<file path="src/rtl/dm_sched_pkg.sv">
// Shared types for the data-SRAM access scheduler: FSM states, grant owner, idle strobe level.
package dm_sched_pkg;

  typedef enum logic [2:0] {
    IDLE,
    RD_ISSUE,
    RD_CAP,
    RD_DATA,
    WR_BEAT,
    WR_RESP
  } sched_state_e;

  typedef enum logic {
    GNT_RD,
    GNT_WR
  } grant_e;

  // Per-bit level of the active-low byte write enable when nothing is written.
  localparam logic WEB_IDLE = 1'b1;

endpackage

</file>
<file path="src/rtl/rr_arb2.sv">
// Two-way round-robin arbiter: combinational grant, last_grant advances only on a taken grant.
module rr_arb2
  import dm_sched_pkg::*;
(
  input  logic   clk,
  input  logic   reset,
  input  logic   en,
  input  logic   req_rd,
  input  logic   req_wr,
  output logic   gnt_vld,
  output grant_e gnt
);

  grant_e last_grant;

  always_comb begin
    gnt_vld = en && (req_rd || req_wr);
    if (req_rd && req_wr) begin
      gnt = (last_grant == GNT_WR) ? GNT_RD : GNT_WR;
    end else if (req_rd) begin
      gnt = GNT_RD;
    end else begin
      gnt = GNT_WR;
    end
  end

  // Reset to WR so a read wins the first tie.
  always_ff @(posedge clk) begin
    if (reset) begin
      last_grant <= GNT_WR;
    end else if (gnt_vld) begin
      last_grant <= gnt;
    end
  end

endmodule

</file>
<file path="src/rtl/dm_access_scheduler.sv">
// Shares one single-port SRAM between a read and a write burst requester; grants hold per burst.
// Read beats take 3 cycles minimum (issue, capture, present); write beats stream one per cycle.
module dm_access_scheduler
  import dm_sched_pkg::*;
#(
  parameter int ADDR_W = 14,
  parameter int DATA_W = 32,
  parameter int LEN_W  = 4,
  parameter int STRB_W = DATA_W / 8
) (
  input  logic              ACLK,
  input  logic              ARESET,
  input  logic              rd_req,
  input  logic [ADDR_W-1:0] rd_addr,
  input  logic [LEN_W-1:0]  rd_len,
  output logic              rd_ack,
  output logic [DATA_W-1:0] rd_data,
  output logic              rd_data_valid,
  output logic              rd_last,
  input  logic              rd_data_ready,
  input  logic              wr_req,
  input  logic [ADDR_W-1:0] wr_addr,
  input  logic [LEN_W-1:0]  wr_len,
  output logic              wr_ack,
  input  logic              wr_beat_valid,
  input  logic [DATA_W-1:0] wr_data,
  input  logic [STRB_W-1:0] wr_strb,
  input  logic              wr_last,
  output logic              wr_beat_ready,
  output logic              wr_done,
  output logic              wr_err,
  output logic              CS,
  output logic              OE,
  output logic [STRB_W-1:0] WEB,
  output logic [ADDR_W-1:0] A,
  output logic [DATA_W-1:0] DI,
  input  logic [DATA_W-1:0] DO
);

  sched_state_e      state;
  logic [ADDR_W-1:0] cur_addr;
  logic [LEN_W-1:0]  len;
  logic [LEN_W-1:0]  cnt;
  logic              err;
  logic              arb_en;
  logic              gnt_vld;
  grant_e            gnt;
  logic              cnt_end;
  logic              wr_fire;

  assign arb_en = (state == IDLE) && !ARESET;

  rr_arb2 u_arb (
    .clk     (ACLK),
    .reset   (ARESET),
    .en      (arb_en),
    .req_rd  (rd_req),
    .req_wr  (wr_req),
    .gnt_vld (gnt_vld),
    .gnt     (gnt)
  );

  assign cnt_end       = (cnt == len);
  assign wr_fire       = (state == WR_BEAT) && wr_beat_valid;
  assign rd_ack        = gnt_vld && (gnt == GNT_RD);
  assign wr_ack        = gnt_vld && (gnt == GNT_WR);
  assign rd_data_valid = (state == RD_DATA);
  assign rd_last       = rd_data_valid && cnt_end;
  assign wr_beat_ready = (state == WR_BEAT);
  assign wr_done       = (state == WR_RESP);
  assign wr_err        = wr_done && err;

  // SRAM pins follow state directly, so reset forces them idle without extra gating.
  always_comb begin
    CS  = (state == RD_ISSUE) || wr_fire;
    OE  = (state == RD_ISSUE);
    WEB = wr_fire ? ~wr_strb : {STRB_W{WEB_IDLE}};
    A   = CS ? cur_addr : '0;
    DI  = wr_fire ? wr_data : '0;
  end

  always_ff @(posedge ACLK) begin
    if (ARESET) begin
      state    <= IDLE;
      cur_addr <= '0;
      len      <= '0;
      cnt      <= '0;
      err      <= 1'b0;
      rd_data  <= '0;
    end else begin
      case (state)
        IDLE: begin
          if (gnt_vld) begin
            cur_addr <= (gnt == GNT_RD) ? rd_addr : wr_addr;
            len      <= (gnt == GNT_RD) ? rd_len : wr_len;
            cnt      <= '0;
            err      <= 1'b0;
            state    <= (gnt == GNT_RD) ? RD_ISSUE : WR_BEAT;
          end
        end
        RD_ISSUE: state <= RD_CAP;
        RD_CAP: begin
          rd_data <= DO;
          state   <= RD_DATA;
        end
        RD_DATA: begin
          if (rd_data_ready) begin
            if (cnt_end) begin
              state <= IDLE;
            end else begin
              cur_addr <= cur_addr + ADDR_W'(1);
              cnt      <= cnt + LEN_W'(1);
              state    <= RD_ISSUE;
            end
          end
        end
        WR_BEAT: begin
          // The beat counter alone ends the burst; wr_last is only cross-checked.
          if (wr_beat_valid) begin
            if (wr_last != cnt_end) begin
              err <= 1'b1;
            end
            if (cnt_end) begin
              state <= WR_RESP;
            end else begin
              cur_addr <= cur_addr + ADDR_W'(1);
              cnt      <= cnt + LEN_W'(1);
            end
          end
        end
        WR_RESP: state <= IDLE;
        default: state <= IDLE;
      endcase
    end
  end

endmodule

</file>
<file path="config.mk">
export PLATFORM = sky130hd
export DESIGN_NAME = dm_access_scheduler
export DESIGN_NICKNAME = d
export VERILOG_FILES = /design/src/rtl/dm_sched_pkg.sv /design/src/rtl/rr_arb2.sv /design/src/rtl/dm_access_scheduler.sv
export SDC_FILE = /design/constraint.sdc
export NUM_CORES = 1
export LEC_CHECK = 0
export ABC_CLOCK_PERIOD_IN_PS = 3040
export CAP_MARGIN = 30
export CORE_ASPECT_RATIO = 0.5
export CORE_MARGIN = 8
export CORE_UTILIZATION = 37
export CTS_CLUSTER_SIZE = 10
export DETAILED_ROUTE_END_ITERATION = 6
export PLACE_DENSITY = 0.82
export SLEW_MARGIN = 20
export SYNTH_ARGS = -nofsm -noshare
export SYNTH_HDL_FRONTEND = slang
export SYNTH_SLANG_ARGS = --single-unit
</file>
<file path="constraint.sdc">
create_clock -name ACLK -period 3.04 [get_ports ACLK]
set_clock_uncertainty 0.2 [all_clocks]
set_input_delay 0.304 -clock ACLK [delete_from_list [all_inputs] [get_ports ACLK]]
set_output_delay 0.304 -clock ACLK [all_outputs]
set_load 0.02 [all_outputs]
</file>
# [Word level (Yosys, flattened, before mapping)]
# Index checks and enable logic that the tools add are counted.
[word_totals] register_bits=59 output_inout_bits=91
[op_classes] n_addsub=2 n_eq_ne=12 n_mux=29 n_bitwise=2 reduce_logical=18
[op_table] op="14-bit two-way mux" count=6
[op_table] op="14-bit case mux with 3 select lines" count=1
[op_table] op="32-bit two-way mux" count=1
[op_table] op="4-bit two-way mux" count=6
[op_table] op="3-bit two-way mux" count=5
[op_table] op="3-bit case mux with 5 select lines" count=1
[op_table] op="14-bit by 1-bit adder with 14-bit output (second input constant)" count=1
[op_table] op="4-bit case mux with 3 select lines" count=1
[op_table] op="4-bit AND reduction" count=3
[op_table] op="1-bit logical AND" count=8
[op_table] op="1-bit two-way mux" count=7
[op_table] op="3-bit by 2-bit == test with 1-bit output (second input constant)" count=2
[op_table] op="3-bit == test (second input constant)" count=2
[op_table] op="2-bit by 1-bit inequality test with 1-bit output (second input constant)" count=3
[op_table] op="4-bit by 1-bit adder with 4-bit output (second input constant)" count=1
[op_table] op="4-bit == test" count=1
[op_table] op="2-bit inequality test (second input constant)" count=2
[op_table] op="4-bit inverter" count=1
[op_table] op="3-bit by 1-bit == test with 1-bit output (second input constant)" count=1
[op_table] op="3-bit logical NOT" count=1
[op_table] op="3-bit nonzero test" count=1
[op_table] op="1-bit logical OR" count=2
[op_table] op="1-bit case mux with 2 select lines" count=1
[op_table] op="2-bit AND reduction" count=1
[op_table] op="other kinds (4)" count=4

# [Longest topological paths before layout]
# Gate-level depths: netlist of the first run.
[logic_depth] depth_word=5 mapped_depth=9 mapped_depth_nobuf=7

# [By module]
# Synthesis of the first run repeated with hierarchy kept, for this count alone.
[unflattened] hier_cells=428 area_unflattened_um2=3253.1
[modules_own_cells] module="dm_access_scheduler" n_inst=1 cells_each=421 area_each_um2=3194.3
[modules_own_cells] module="rr_arb2" n_inst=1 cells_each=7 area_each_um2=58.8

# [Worst setup path before layout of the first run]
# OpenSTA, ideal clock, no wires.
[synth_path] path_type="register to register" start="register state[2]" end="register cur_addr[0]" arrival_ns=1.878 slack_ns=0.888 path_stages_with_launch=8 path_buffers=1 period_less_slack_ns=2.152 cell_sequence="dfxtp_1 > clkbuf_2 > nand3b_2 > nor2_1 > a2111oi_4 > nand2_2 > or4_1 > a31oi_1"
[synth_between] elab_chain_cells=5
[synth_lines] element="start, declared" line_no="dm_access_scheduler.sv:40" source="sched_state_e state;"
[synth_lines] element="start signal, assigned" line_no="dm_access_scheduler.sv:98" source="state <= (gnt == GNT_RD) ? RD_ISSUE : WR_BEAT;"
[synth_lines] element="3-bit logical NOT" line_no="dm_access_scheduler.sv:51, dm_access_scheduler.sv:91"
[synth_lines] element="1-bit logical AND" line_no="dm_access_scheduler.sv:51" source="assign arb_en = (state == IDLE) && !ARESET;"
[synth_lines] element="1-bit logical AND" line_no="rr_arb2.sv:17" source="gnt_vld = en && (req_rd || req_wr);"
[synth_lines] element="2-bit inequality test (no line)"
[synth_lines] element="4-bit AND reduction (no line)"
[synth_lines] element="end signal, assigned" line_no="dm_access_scheduler.sv:94" source="cur_addr <= (gnt == GNT_RD) ? rd_addr : wr_addr;"
[synth_lines] element="end signal, assigned" line_no="dm_access_scheduler.sv:111" source="cur_addr <= cur_addr + ADDR_W'(1);"
[synth_lines] element="end signal, assigned" line_no="dm_access_scheduler.sv:126" source="cur_addr <= cur_addr + ADDR_W'(1);"
[synth_lines] element="end, declared" line_no="dm_access_scheduler.sv:41" source="logic [ADDR_W-1:0] cur_addr;"
# Parallel ways exist; a longest one is shown, timed or not.
# A chain may end at the register's enable or synchronous reset.

# [Worst setup path in the final report of the first run]
[layout_path] start="register state[2]" end="output A[13]"
[layout_between] elab_chain_cells=4
[layout_lines] element="3-bit == test" line_no="dm_access_scheduler.sv:64" source="assign wr_fire = (state == WR_BEAT) && wr_beat_valid;"
[layout_lines] element="1-bit logical AND" line_no="dm_access_scheduler.sv:64"
[layout_lines] element="1-bit logical OR (*)" line_no="dm_access_scheduler.sv:75" source="CS = (state == RD_ISSUE) || wr_fire;"
[layout_lines] element="14-bit two-way mux (*)" line_no="dm_access_scheduler.sv:78" source="A = CS ? cur_addr : '0;"
[layout_lines] element="end, declared" line_no="dm_access_scheduler.sv:35" source="output logic [ADDR_W-1:0] A,"
# Mark *: on every way between the ends. The rest lies on a longest branch, timed or not.

==> results.json, run 1 <==
{
  "syn_nets": 560,
  "synthCells": 447,
  "postRouteAntennaNets": 0,
  "grt_start_max_net_pins": 53,
  "grtUsageTotal": 0.186,
  "status": "complete, no violations",
  "yosysWarnings": 0,
  "holdBufCountCts": 0,
  "postSynthAreaPerCell_um2": 7.19,
  "die_h_um": 81.9,
  "cts_max_level": 3,
  "crit_path_start_kind": "flip-flop",
  "synth_compound_area_frac": 0.178,
  "post-route-min-period_ns": 2.83,
  "grt_most_used_layer": "met2",
  "gp_congestion": 0.844,
  "rrSetupSlack_ns": 0.56,
  "hold_depth": 2,
  "hp-class": "flip-flop to flip-flop",
  "power_frac_seq": 0.289,
  "synth_top_area_frac": 0.367,
  "numCtsBuffers": 9,
  "cp.arrival_ns": 2.32,
  "tightestPinTransition_ns": 0.704,
  "r2r-end": "cur_addr[0]",
  "hold_viol": 0,
  "swShare": 0.395,
  "fin_setup_tns_ns": 0,
  "reg2regPathDepth": 6,
  "setup_violations": 0,
  "synth.distinct_cells": 51,
  "viasPerCell": 4.94,
  "cts_tree": "yes",
  "nNetsFinal": 752,
  "grt_util_met1": 0.203,
  "synth_top_family_by_area": "simple AND/OR/NAND/NOR gates",
  "critical_path_class": "flip-flop to output port",
  "synth-seq-cells": 59,
  "drtIter0Drc": 220,
  "clockBufferDepth": 2,
  "synth_mux_area_frac": 0.00311,
  "firstDrtPassIters": 4,
  "synth_fa_ha_area_frac": 0.00779,
  "yosysSeqAreaShare": 0.367,
  "rows": 24,
  "worstHoldEndpoint": "rd_data[8]",
  "async_flop_share": 0,
  "grt_pass1_wl_um": 18300,
  "coreArea_mm2": 0.00856,
  "path_max_fanout": 15,
  "rr_startpoint": "state[2]",
  "start_util": 0.376,
  "grt_pass1_vias": 3657,
  "drc": 0,
  "synth_area_leader_cell": "dfxtp_1",
  "cts_resized": 0,
  "postLayoutCellArea_mm2": 0.00557,
  "drv_slew": 0,
  "wl_per_cell_um": 15.5,
  "synth_edf_count": 0,
  "portBuffers": 201,
  "internal_power_mw": 2.39,
  "yosysMostFrequentCell": "nand2_1",
  "clk_pin_slew_ns": 0.05,
  "yosys-top-cells-count": "nand2_1 (120), dfxtp_1 (59), a21oi_1 (58)",
  "critPathRequiredTime_ns": 2.54,
  "place_area_mm2": 0.00529,
  "vdd_drop_max_uv": 337,
  "switching_power_mw": 1.56,
  "cts_sinks": 59,
  "power_density_mw_per_mm2": 711,
  "syn-cell-area_mm2": 0.00321,
  "maxSlewHeadroom": 0.531,
  "synthSimpleGateAreaFrac": 0.357,
  "clk_latency_ns": 0.33,
  "fmax_mhz": 354,
  "synth-xor-area-share": 0.0272,
  "root_buffer": "clkbuf_16",
  "die_w_um": 148,
  "p_leak_nw": 2.05,
  "hpwl_um": 8990,
  "use_met2": 0.342,
  "antenna_found_initial": 0,
  "post_cts_buffers": 0,
  "hp-start": "rd_data[8]",
  "io_pins": 202,
  "maxCapViolations": 0,
  "rsz0062_at_grt": "false",
  "cp-end-kind": "output port",
  "layout-drive-gt1-share": 0.0607,
  "die_area_mm2": 0.0121,
  "grt_overflow": 0,
  "fillCellCount": 761,
  "diodes": 0,
  "power_frac_comb": 0.477,
  "period_share": 0.929,
  "use_met3": 0.0665,
  "yosys-top-cells-area": "dfxtp_1 (37%), nand2_1 (14%), and2_1 (9.3%)",
  "synth_flop_cell": "dfxtp_1",
  "area_growth_pct": 73.2,
  "wl_um": 11800,
  "via_count": 3753,
  "clockPowerShare": 0.234
}
==> sequential cells by signal (all words and copies together) (netlist names) <==
signal,cells
cur_addr,14
rd_data,32
err,1
u_arb.last_grant,1
len,4
state,3
cnt,4
==> through the flow <==
stage	worst slack [ns]	instances	power, mW	util	hold WS [ns]
2_1_floorplan	0.888	447	2.33	-	0.229
3_3_place_gp	0.471	745	2.99	0.618	0.237
3_5_place_dp	0.402	745	3.02	0.618	0.247
4_1_cts	0.201	760	3.97	0.651	0.254
5_1_grt	0.0685	760	4.22	0.651	0.273
6_report	0.215	760	3.96	0.651	0.251
==> cell families (layout without fill, tap and decap cells) <==
kind of cell / after synthesis / after routing
compound gates: 96 / 96
xor+xnor: 10 / 10
fa+ha+maj: 2 / 2
buf+inv: 37 / 233
flops: 59 / 59
mux: 1 / 1
simple gates: 242 / 242
==> metal layers <==
metal / vias to the layer above / routed length [um]
met5: - / 0
met4: 0 / 159
met3: 13 / 903
met2: 138 / 5820
met1: 1717 / 4900
li1: 1885 / -
==> final cells by class <==
cell class / count / area (um2) / area share
clock buffer: 11 / 253 / 0.0454
clock inverter: 4 / 26.3 / 0.00472
inverter: 5 / 18.8 / 0.00337
multi-input combinational: 351 / 1850 / 0.331
sequential: 59 / 1180 / 0.212
tap: 117 / 146 / 0.0263
timing repair buffer: 213 / 2100 / 0.377
==> power by group through the flow <==
stage	sequential, mW	clock (mW)	combinational [mW]
final	1.14	0.927	1.89
after global routing	1.17	0.989	2.06
after CTS	1.14	0.946	1.89
after detailed placement	1.15	0	1.87
after global placement	1.14	0	1.85
after floorplan	1.17	0	1.16
==> how the worst max path moves through the flow <==
stage | start | end | slack, ns
after floorplan | state[2] | cur_addr[0] | 0.89
after global placement | rd_req | cur_addr[0] | 0.47
after detailed placement | rd_req | cur_addr[0] | 0.40
after CTS | state[2] | DI[23] | 0.20
after global routing | state[2] | DI[6] | 0.07
final | state[2] | A[13] | 0.21
==> critical path: stages, from the launching register on <==
cell	delay, ns
dfxtp_1	0.56
buf_4	0.22
nand3b_1	0.08
a21oi_1	0.15
buf_4	0.20
and2_1	0.15
clkdlybuf4s50_1	0.63
==> cell usage in the layout, fill, tap and decap left out, types with 2 or more instances in the layout <==
| cell type | n |
|---|---|
| o22ai_1 | 2 |
| xor2_1 | 4 |
| xnor2_1 | 6 |
| nor3_1 | 12 |
| buf_4 | 12 |
| ha_1 | 2 |
| clkbuf_8 | 2 |
| inv_1 | 5 |
| and2_1 | 48 |
| nand4_1 | 3 |
| nor3b_1 | 2 |
| nor4_1 | 2 |
| a31oi_1 | 2 |
| clkinv_2 | 2 |
| o211ai_1 | 5 |
| a311oi_1 | 4 |
| nand3_1 | 15 |
| nand2_1 | 120 |
| nor2_1 | 23 |
| clkdlybuf4s50_1 | 200 |
| o21ai_0 | 12 |
| dfxtp_1 | 59 |
| a21oi_1 | 58 |
| clkbuf_16 | 9 |
| o21a_1 | 3 |
| and3_1 | 3 |
| a211oi_1 | 2 |
(Power assumes the default switching activity.)
==> run 2, diff against run 1 <==
--- a/config.mk
+++ b/config.mk
@@ -12,7 +12,7 @@
 export CORE_UTILIZATION = 37
 export CTS_CLUSTER_SIZE = 10
 export DETAILED_ROUTE_END_ITERATION = 6
-export PLACE_DENSITY = 0.82
+export PLACE_DENSITY = 0.79
 export SLEW_MARGIN = 20
 export SYNTH_ARGS = -nofsm -noshare
 export SYNTH_HDL_FRONTEND = slang
==> results.json, run 2 (synthesis results as in run 1) <==
{
  "status": "complete, no violations",
  "post_cts_buffers": 0,
  "grt_pass1_wl_um": 17900,
  "critPathRequiredTime_ns": 2.54,
  "clockBufferDepth": 2,
  "setup_violations": 0,
  "largest_reg_flops": 32,
  "critical_path_class": "flip-flop to output port",
  "grt_pass1_vias": 3431,
  "hp-class": "input pin to flip-flop",
  "die_w_um": 148,
  "die_area_mm2": 0.0121,
  "use_met3": 0.0671,
  "hpwl_um": 9100,
  "cp.arrival_ns": 2.32,
  "diodes": 0,
  "grt_overflow": 0,
  "start_util": 0.376,
  "period_share": 0.929,
  "clk_pin_slew_ns": 0.05,
  "drtIter0Drc": 155,
  "holdBufCountCts": 0,
  "nNetsFinal": 750,
  "coreArea_mm2": 0.00856,
  "grt_most_used_layer": "met2",
  "final_cells": 759,
  "place_area_mm2": 0.00527,
  "layout-drive-gt1-share": 0.0607,
  "grt_start_max_net_pins": 51,
  "root_buffer": "clkbuf_16",
  "viasPerCell": 4.85,
  "maxCapViolations": 0,
  "fillCellCount": 749,
  "gp_congestion": 0.833,
  "rsz0062_at_grt": "false",
  "regMostFlops": "rd_data",
  "multi_input_area_mm2": 0.00185,
  "rows": 24,
  "tightestPinTransition_ns": 0.715,
  "fin_setup_tns_ns": 0,
  "postRouteAntennaNets": 0,
  "maxSlewHeadroom": 0.523,
  "grtUsageTotal": 0.184,
  "grt_util_met1": 0.205,
  "cts_tree": "yes",
  "wl_per_cell_um": 15.5,
  "clk_latency_ns": 0.32,
  "place_inst": 743,
  "fmax_mhz": 354,
  "final_cell_mix": "clkdlybuf4s50_1 (200), nand2_1 (120), a21oi_1 (58), dfxtp_1 (58), and2_1 (48)",
  "antenna_found_initial": 0,
  "drv_slew": 0,
  "io_pins": 202,
  "die_h_um": 81.9,
  "use_met2": 0.329,
  "postLayoutCellArea_mm2": 0.00560,
  "area_growth_pct": 74.2,
  "vdd_drop_max_uv": 459,
  "wl_um": 11800,
  "path_max_fanout": 37,
  "cts_max_level": 3,
  "post-route-min-period_ns": 2.82,
  "power_density_mw_per_mm2": 731,
  "crit_path_start_kind": "flip-flop",
  "reg.largest.list": "rd_data (32), cur_addr (14)",
  "p_leak_nw": 2.05,
  "portBuffers": 201,
  "final_common_cell": "clkdlybuf4s50_1",
  "drc": 0,
  "hold_viol": 0,
  "via_count": 3679,
  "ff_latch_area_mm2": 0.00118,
  "numCtsBuffers": 9,
  "cts_sinks": 59,
  "cp-end-kind": "output port",
  "firstDrtPassIters": 4
}
## run 2: cell types whose count changed in the layout (fill, tap and decap cells not counted)
cell and delta:
nor3_2 +1, clkinv_4 +1, clkinv_2 -1, buf_4 -2
dfxtp_1 -1, nor3_1 -1, dfxtp_2 +1, bufinv_16 +2
clkbuf_1 +1, clkbuf_8 -2
## run 2: power by group
part	switching (mW)	internal, mW
Combinational	1.02	0.837
Clock	0.354	0.718
Sequential	0.207	0.961
## run 2: critical path: stages, from the launching register on
cell and delay (ns):
dfxtp_1 0.41, nor2_1 0.34, and3_1 0.20, buf_4 0.26
and2_1 0.18, clkdlybuf4s50_1 0.61
## run 2: final cells by class
type,instances,share of cell area
Timing Repair Buffer,211,0.372
Multi-Input combinational cell,351,0.331
Sequential cell,59,0.211
Clock buffer,10,0.0409
Tap cell,117,0.0261
Clock inverter,6,0.0161
Inverter,5,0.00335
## run 2: per-layer routing
| metal | wire length, um | vias up |
|---|---|---|
| met5 | 0 | - |
| met4 | 208 | 0 |
| met3 | 901 | 16 |
| met2 | 5750 | 127 |
| met1 | 4890 | 1661 |
| li1 | - | 1875 |
## run 2: timing repair
| item | in CTS | in global routing |
|---|---|---|
| resized for setup | 0 | 2 |
| endpoints found under the hold margin | 0 | 0 |
| endpoints found under the setup margin | 0 | 2 |
## run 2: worst paths after layout
kind         slack (ns)  cells past startpoint     endpoint        start
max                0.22                      5        DI[8]     state[0]
min                0.03                      2       len[2]       ARESET
min reg2reg        0.25                      2  rd_data[18]  rd_data[18]
max reg2reg        0.68                      6  cur_addr[0]     state[2]
## run 2: stage by stage
stage / total power [mW] / worst slack (ns) / util / hold slack, ns
floorplan: 2.33 / 0.888 / - / 0.229
global placement: 2.99 / 0.395 / 0.616 / 0.241
detailed placement: 3.02 / 0.368 / 0.616 / 0.247
CTS: 4.11 / 0.131 / 0.654 / 0.0217
global route: 4.35 / 0.0320 / 0.654 / 0.0452
finish: 4.09 / 0.215 / 0.654 / 0.0335
==> run 3, diff against run 2 <==
--- a/config.mk
+++ b/config.mk
@@ -6,7 +6,7 @@
 export NUM_CORES = 1
 export LEC_CHECK = 0
 export ABC_CLOCK_PERIOD_IN_PS = 3040
-export CAP_MARGIN = 30
+export CAP_MARGIN = 20
 export CORE_ASPECT_RATIO = 0.5
 export CORE_MARGIN = 8
 export CORE_UTILIZATION = 37
==> results of run 3 <==
Final layout, timing and power as in run 2 (identical DEF).
